[src/rtl/run_detect_pkg.sv]
// Shared state encodings for the button-stepped run detector.
package run_detect_pkg;

  localparam int STATE_W = 2;

  typedef enum logic [STATE_W-1:0] {
    IDLE  = 2'd0,
    COUNT = 2'd1,
    HIT   = 2'd2
  } state_t;

endpackage

[src/rtl/run_detect_fsm_edge_pulse.sv]
// Rising-edge detector for a debounced button level; one pulse per press.
module edge_pulse (
  input  logic clk,
  input  logic reset,
  input  logic level,
  output logic pulse
);

  logic level_r1;
  logic level_r2;

  // Preset to 1 so a button held through reset release is not seen as a press.
  always_ff @(posedge clk) begin
    if (reset) begin
      level_r1 <= 1'b1;
      level_r2 <= 1'b1;
    end else begin
      level_r1 <= level;
      level_r2 <= level_r1;
    end
  end

  assign pulse = level_r1 & ~level_r2;

endmodule

[src/rtl/run_detect_fsm.sv]
// Detects runs of TARGET consecutive 1s on `in`, sampled once per `next` press.
//
// state | meaning
// IDLE  | run_len = 0
// COUNT | 0 < run_len < TARGET
// HIT   | run_len = TARGET
module run_detect_fsm
  import run_detect_pkg::*;
#(
  parameter int TARGET  = 4,
  parameter int CNT_W   = 3,
  parameter int MEALY   = 0,
  parameter int OVERLAP = 1,
  parameter int HIT_W   = 8
) (
  input  logic               clk,
  input  logic               reset,
  input  logic               next,
  input  logic               in,
  output logic               out,
  output logic               step,
  output logic [CNT_W-1:0]   run_len,
  output logic [STATE_W-1:0] state_display,
  output logic [HIT_W-1:0]   hit_count
);

  localparam logic [CNT_W-1:0] TGT = CNT_W'(TARGET);
  localparam logic [CNT_W-1:0] ONE = CNT_W'(1);

  if (TARGET < 1 || TARGET > (2 ** CNT_W) - 1) begin : g_bad_target
    $error("run_detect_fsm: TARGET must lie in 1 .. 2**CNT_W-1");
  end

  logic             step_i;
  state_t           state;
  state_t           state_nx;
  logic [CNT_W-1:0] run_len_q;
  logic [CNT_W-1:0] run_len_nx;
  logic [HIT_W-1:0] hit_count_q;
  logic             hit_ev;
  logic             out_q;

  edge_pulse u_edge (
    .clk   (clk),
    .reset (reset),
    .level (next),
    .pulse (step_i)
  );

  // Next state as if a step were taken now; applied only on step edges.
  always_comb begin
    state_nx   = state;
    run_len_nx = run_len_q;
    hit_ev     = 1'b0;
    if (!in) begin
      state_nx   = IDLE;
      run_len_nx = '0;
    end else begin
      case (state)
        IDLE: begin
          run_len_nx = ONE;
          state_nx   = (TARGET == 1) ? HIT : COUNT;
          hit_ev     = (TARGET == 1);
        end
        COUNT: begin
          run_len_nx = run_len_q + ONE;
          if (run_len_q + ONE == TGT) begin
            state_nx = HIT;
            hit_ev   = 1'b1;
          end
        end
        HIT: begin
          if (OVERLAP != 0) begin
            run_len_nx = TGT;
            state_nx   = HIT;
            hit_ev     = 1'b1;
          end else begin
            run_len_nx = ONE;
            state_nx   = (TARGET == 1) ? HIT : COUNT;
            hit_ev     = (TARGET == 1);
          end
        end
        default: begin
          state_nx   = IDLE;
          run_len_nx = '0;
        end
      endcase
    end
  end

  always_ff @(posedge clk) begin
    if (reset) begin
      state       <= IDLE;
      run_len_q   <= '0;
      hit_count_q <= '0;
      out_q       <= 1'b0;
    end else if (!(state inside {IDLE, COUNT, HIT})) begin
      state     <= IDLE;
      run_len_q <= '0;
      out_q     <= 1'b0;
    end else if (step_i) begin
      state     <= state_nx;
      run_len_q <= run_len_nx;
      out_q     <= (state_nx == HIT);
      if (hit_ev) begin
        hit_count_q <= hit_count_q + HIT_W'(1);
      end
    end
  end

  assign out           = (MEALY != 0) ? (step_i & in & hit_ev) : out_q;
  assign step          = step_i;
  assign run_len       = run_len_q;
  assign state_display = state;
  assign hit_count     = hit_count_q;

endmodule
[config.mk]
export PLATFORM = sky130hd
export DESIGN_NAME = run_detect_fsm
export DESIGN_NICKNAME = d
export VERILOG_FILES = /design/src/rtl/run_detect_pkg.sv /design/src/rtl/run_detect_fsm_edge_pulse.sv /design/src/rtl/run_detect_fsm.sv
export SDC_FILE = /design/constraint.sdc
export NUM_CORES = 1
export LEC_CHECK = 0
export BUFFER_PORTS_ARGS = -buffer_cell sky130_fd_sc_hd__buf_2
export CORE_MARGIN = 3
export CORE_UTILIZATION = 47
export CTS_CLUSTER_SIZE = 8
export DETAILED_ROUTE_END_ITERATION = 10
export PLACE_DENSITY = 0.73
export SLEW_MARGIN = 20
export SYNTH_ARGS = -nofsm -noshare
export SYNTH_HDL_FRONTEND = slang
export SYNTH_SLANG_ARGS = --single-unit
[constraint.sdc]
create_clock -name clk -period 1.7 [get_ports clk]
set_input_delay 0.17 -clock clk [delete_from_list [all_inputs] [get_ports clk]]
set_output_delay 0.17 -clock clk [all_outputs]
set_load 0.01 [all_outputs]
==> flow_summary.json, run 1 <==
{
  "hold_class": "primary input to flop",
  "port_buffers": 18,
  "critPathMaxFanout": 5,
  "synthArstFlopShare_pct": 0,
  "dp_cells": 148,
  "status": "complete, no violations",
  "chipWidth_um": 49.35,
  "holdWs_ns": 0.05388,
  "finalWirelength_mm": 2.523,
  "fin_crit_sh_pct": 99.98,
  "layout_commonest_cell": "buf_2",
  "place_ws_ns": -0.04618,
  "setup_viol": 0,
  "final_cell_area_mm2": 0.001246,
  "max-vdd-ir-drop_mv": 0.4672,
  "critPathArrivalTime_ns": 1.94,
  "grt_usage_pct": 21.17,
  "fillers": 136,
  "layout.cells.non_filler": 155,
  "worst_clock_skew_ns": 0.0008363,
  "num_vias": 908,
  "setup_slack_ns": 0.0003417,
  "syn-cell-area_um2": 883.3,
  "synth_cell_types": 32,
  "yosysSeqAreaShare_pct": 36.26,
  "placed_area_mm2": 0.001072,
  "cts_made_buffers": 3,
  "ant_nets": 0,
  "cap_violations": 0,
  "dr.pass1.iters": 4,
  "core_mm2": 0.001745,
  "ys.flop_type": "dfxtp_1",
  "antenna_cells": 0,
  "max_freq_ghz": 0.5884,
  "crit_required_ns": 1.94,
  "met3WireLength_um": 111,
  "post_drt_wl_per_cell_um": 16.28,
  "finalNetCount": 142,
  "drc": 0,
  "crit_type": "flop to flop",
  "start_util_pct": 50.61,
  "cts_root_buf": "clkbuf_4",
  "maxSlewHeadroom_pct": 79.34,
  "synth_area_per_cell_um2": 9.014,
  "rsz0062_at_grt": "yes",
  "cts_buffer_depth": 2,
  "die-area_mm2": 0.002435,
  "grt_max_degree": 13,
  "ys_seq_elements": 16,
  "fp.dieH_um": 49.35,
  "drt_iter0_drc": 31,
  "globalplace.congestion": 0.8896,
  "clock_latency_ns": 0.29,
  "hold_buffers": 0,
  "end_kind": "flop",
  "area_delta_synth_final_pct": 41.08,
  "period_needed_ns": 1.700,
  "cts_tree": "built",
  "seq_area_um2": 330.3,
  "powerDensity_mw_per_mm2": 553.5,
  "wl_met2_mm": 1.263,
  "cts_htree_levels": 1,
  "synth_top_area_share_pct": 36.26,
  "rr_worst_depth": 5,
  "drt-vias-per-instance": 5.858,
  "pin_count": 19,
  "grt_pass1_wl_mm": 3.933,
  "power.leakage_nw": 0.5140,
  "layout-drive-gt1-share_pct": 44.62,
  "grt_antenna_before_repair": 0,
  "grt-ovfl-total": 0,
  "finalMaxSlewViolations": 0,
  "dr.max_layer_used": "met4",
  "yosysWarnings": 0,
  "grt_pass1_vias": 858,
  "cts.sinks": 16,
  "finalSetupTns_ns": 0,
  "multi_input_area_um2": 633.1,
  "ys_top_cells_by_area": "dfxtp_1, ha_1, a21oi_1",
  "netlist.top_cell.by_area": "dfxtp_1",
  "worstHoldPathCells": 2,
  "m1WireLength_mm": 1.126,
  "synth_cells": 98,
  "row_count": 15,
  "synth_nets": 109,
  "synth_edf_count": 0,
  "worstMarginPinSlew_ns": 0.3090,
  "path_clk_slew_ns": 0.10,
  "hold_violations": 0,
  "dp_hpwl_mm": 1.500,
  "startpoint_type": "flop",
  "final_cell_mix": "buf_2, dfxtp_1, buf_4"
}
metal layers:
layer | track usage [%] | vias to the layer above
met4 | 9.005 | 0
met3 | 3.670 | 2
met1 | 26.18 | 439
met5 | 0 | -
li1 | - | 431
met2 | 35.71 | 36
sequential cells by signal, summed over array words and instances (netlist names):
register         flops
u_edge.level_r2      1
run_len              3
hit_count            8
out                  1
u_edge.level_r1      1
state_display        2
timing repair:
item                       CTS  global route
cloned                       1             0
pin swaps                    1            12
setup buffers                1             1
gates resized for setup      5            17
setup endpoints to repair    6             9
worst max-delay path: stages (launching register included):
cell	delay, ns
dfxtp_4	0.38
ha_4	0.16
and4b_2	0.31
nand4_4	0.12
or4_4	0.56
a21oi_2	0.12
cells in the mapped netlist, types with 2 or more instances:
master and instances:
a21oi_1 12, a31oi_1 2, buf_2 2, dfxtp_1 16
ha_1 7, inv_1 5, nand2_1 6, nand3_1 3
nand4_1 2, nor2_1 2, nor2b_1 4, o21ai_0 4
o31ai_1 6, or2_2 3, or3_1 2, or4_1 6
area by class of cell:
cell class	instances	share of cell area, %
multi-input combinational	73	50.80
sequential	16	26.51
timing repair buffer	31	15.36
clock buffer	4	2.912
tap	25	2.510
inverter	6	1.908
stage by stage:
stage	utilization (%)	total power, mW
floorplan	-	0.4113
global placement	61.43	0.4264
detailed placement	61.43	0.4275
CTS	66.38	0.6805
global route	71.40	0.7146
finish	71.40	0.6898
power by group:
part / switching, mW / internal (mW) / leakage (nW)
logic: 0.0277 / 0.0188 / 0.361
registers: 0.00249 / 0.376 / 0.132
clock network: 0.135 / 0.131 / 0.0210
total: 0.165 / 0.525 / 0.514
cell families after synthesis:
| group | synth area share (%) |
|---|---|
| AO/OA/AOI/OAI | 21.67 |
| XOR/XNOR | 1.842 |
| adder cells (fa/ha/maj) | 9.915 |
| buffers and inverters | 4.673 |
| flip-flops | 36.26 |
| AND/OR/NAND/NOR | 25.64 |
worst paths after layout:
kind	start	endpoint	slack, ns
max	state_display[1]$_SDFFE_PP0P_	hit_count[7]$_SDFFE_PP0P_	0.0003
min	next	u_edge.level_r1$_SDFF_PP1_	0.05
max reg2reg	state_display[1]$_SDFFE_PP0P_	hit_count[7]$_SDFFE_PP0P_	0.0003
min reg2reg	u_edge.level_r1$_SDFF_PP1_	u_edge.level_r2$_SDFF_PP1_	0.45
(Power assumes the default switching activity.)
==> run 2: changes to the inputs <==
--- a/config.mk
+++ b/config.mk
@@ -12,4 +12,5 @@
 export DETAILED_ROUTE_END_ITERATION = 10
 export PLACE_DENSITY = 0.73
+export REMOVE_ABC_BUFFERS = 1
 export SLEW_MARGIN = 20
 export SYNTH_ARGS = -nofsm -noshare
==> constraint.sdc (replaced) <==
create_clock -name clk -period 1.7 [get_ports clk]
set_input_delay 0 -clock clk [delete_from_list [all_inputs] [get_ports clk]]
set_output_delay 0 -clock clk [all_outputs]
set_load 0.01 [all_outputs]
==> flow_summary.json, run 2 (same netlist as run 1, synthesis figures left out) <==
{
  "finalMaxSlewViolations": 0,
  "row_count": 15,
  "clock_latency_ns": 0.29,
  "worstHoldPathCells": 2,
  "final_cell_mix": "buf_2, buf_4, dfxtp_1",
  "hold_end": "hit_count[4]$_SDFFE_PP0P_",
  "finalWirelength_mm": 2.490,
  "ant_nets": 0,
  "hold_violations": 0,
  "grt_pass1_wl_mm": 4.119,
  "place_ws_ns": -0.04762,
  "chipWidth_um": 49.35,
  "power.leakage_nw": 0.5330,
  "largest_reg_flops": 8,
  "r2r_end": "hit_count[5]$_SDFFE_PP0P_",
  "status": "complete, no violations",
  "cap_violations": 0,
  "post_drt_wl_per_cell_um": 15.66,
  "finalNetCount": 146,
  "crit_type": "flop to flop",
  "fin_crit_sh_pct": 99.76,
  "layout_commonest_cell": "buf_2",
  "rr_worst_depth": 5,
  "grt_max_degree": 13,
  "layout-drive-gt1-share_pct": 48.51,
  "worstMarginPinSlew_ns": 0.3008,
  "globalplace.congestion": 0.9232,
  "cts_htree_levels": 1,
  "pin_count": 19,
  "finalSetupTns_ns": 0,
  "dr.pass1.iters": 5,
  "maxSlewHeadroom_pct": 79.78,
  "placed_area_mm2": 0.001085,
  "worstHoldStart": "reset",
  "powerDensity_mw_per_mm2": 532.3,
  "fp.dieH_um": 49.35,
  "drt_iter0_drc": 16,
  "area_delta_synth_final_pct": 45.47,
  "port_buffers": 18,
  "rsz0062_at_grt": "yes",
  "cts.sinks": 16,
  "cts_root_buf": "clkbuf_4",
  "worst_clock_skew_ns": 0.007503,
  "drt-vias-per-instance": 5.792,
  "max-vdd-ir-drop_mv": 0.5512,
  "cts_tree": "built",
  "grt_pass1_vias": 907,
  "rrSetupSlack_ns": 0.004,
  "grt_antenna_before_repair": 0,
  "cts_buffer_depth": 2,
  "max_freq_ghz": 0.5897,
  "grt_usage_pct": 22.74,
  "crit_required_ns": 1.93,
  "end_kind": "flop",
  "die-area_mm2": 0.002435,
  "antenna_cells": 0,
  "critPathMaxFanout": 5,
  "hold_class": "primary input to flop",
  "timing.rr.start": "state_display[1]$_SDFFE_PP0P_",
  "p_total_uw": 684.0,
  "core_mm2": 0.001745,
  "drc": 0,
  "critPathArrivalTime_ns": 1.93,
  "cts_made_buffers": 3,
  "setup_viol": 0,
  "num_vias": 921,
  "grt-ovfl-total": 0,
  "startpoint_type": "flop",
  "path_clk_slew_ns": 0.10,
  "setup_slack_ns": 0.004121,
  "dp_hpwl_mm": 1.539,
  "final_cell_area_mm2": 0.001285,
  "period_needed_ns": 1.696,
  "holdWs_ns": 0.02646,
  "start_util_pct": 50.61
}
[run 2: cell types whose count changed in the layout (fill, tap and decap cells not counted), moves of 2 or more]
cell / before / now
buf_4: 12 / 15
a21oi_1: 10 / 8
a21oi_2: 2 / 4
ha_2: 1 / 3
ha_4: 4 / 2
[run 2: area by class of cell]
type	count	area (um^2)
multi-input combinational	73	641.9
fill	130	460.4
sequential	16	327.8
timing repair buffer	35	224.0
clock buffer	4	36.28
tap	25	31.28
inverter	6	23.77
[run 2: metal layers]
layer	wire length [um]	track usage, %	vias to the layer above	part of all wire [%]
li1	-	-	440	-
met1	994	24.95	446	40
met2	1353	40.85	31	54
met3	111	5.505	4	4.5
met4	30	9.953	0	1.2
met5	0	0	-	0
[run 2: metrics by stage]
stage | util [%] | cells
after global placement | 62.15 | 150
after CTS | 69.03 | 158
final | 73.62 | 159
after floorplan | - | 94
after detailed placement | 62.15 | 150
after global routing | 73.62 | 159
[run 2: repair_timing]
action	CTS	global route
gates cloned	1	0
pin swaps	5	6
endpoints found under the hold margin	1	0
setup endpoints to repair	7	9
hold buffers	1	0
setup buffers	2	1
gates resized for setup	8	18
[run 2: worst max-delay path by stage]
stage	startpoint	endpoint	slack [ns]	depth (start not counted)
global route	state_display[1]$_SDFFE_PP0P_	hit_count[0]$_SDFFE_PP0P_	-0.05	6
detailed placement	run_len[0]$_SDFFE_PP0P_	hit_count[7]$_SDFFE_PP0P_	-0.05	5
finish	state_display[1]$_SDFFE_PP0P_	hit_count[5]$_SDFFE_PP0P_	0.004	5
floorplan	run_len[0]$_SDFFE_PP0P_	hit_count[5]$_SDFFE_PP0P_	-0.09	5
global placement	run_len[0]$_SDFFE_PP0P_	hit_count[6]$_SDFFE_PP0P_	0.02	5
CTS	state_display[0]$_SDFFE_PP0P_	hit_count[7]$_SDFFE_PP0P_	0.002	5
[run 2: power by group]
part	internal (mW)	switching, mW	leakage (nW)
logic	0.0190	0.0280	0.380
clock network	0.131	0.127	0.0210
registers	0.377	0.00237	0.132
[run 2: critical path, cell delays in order (launching register included)]
cell and delay, ns:
dfxtp_2 0.35, inv_1 0.15, ha_2 0.30, a31oi_4 0.16, or4_4 0.54, a21oi_2 0.13
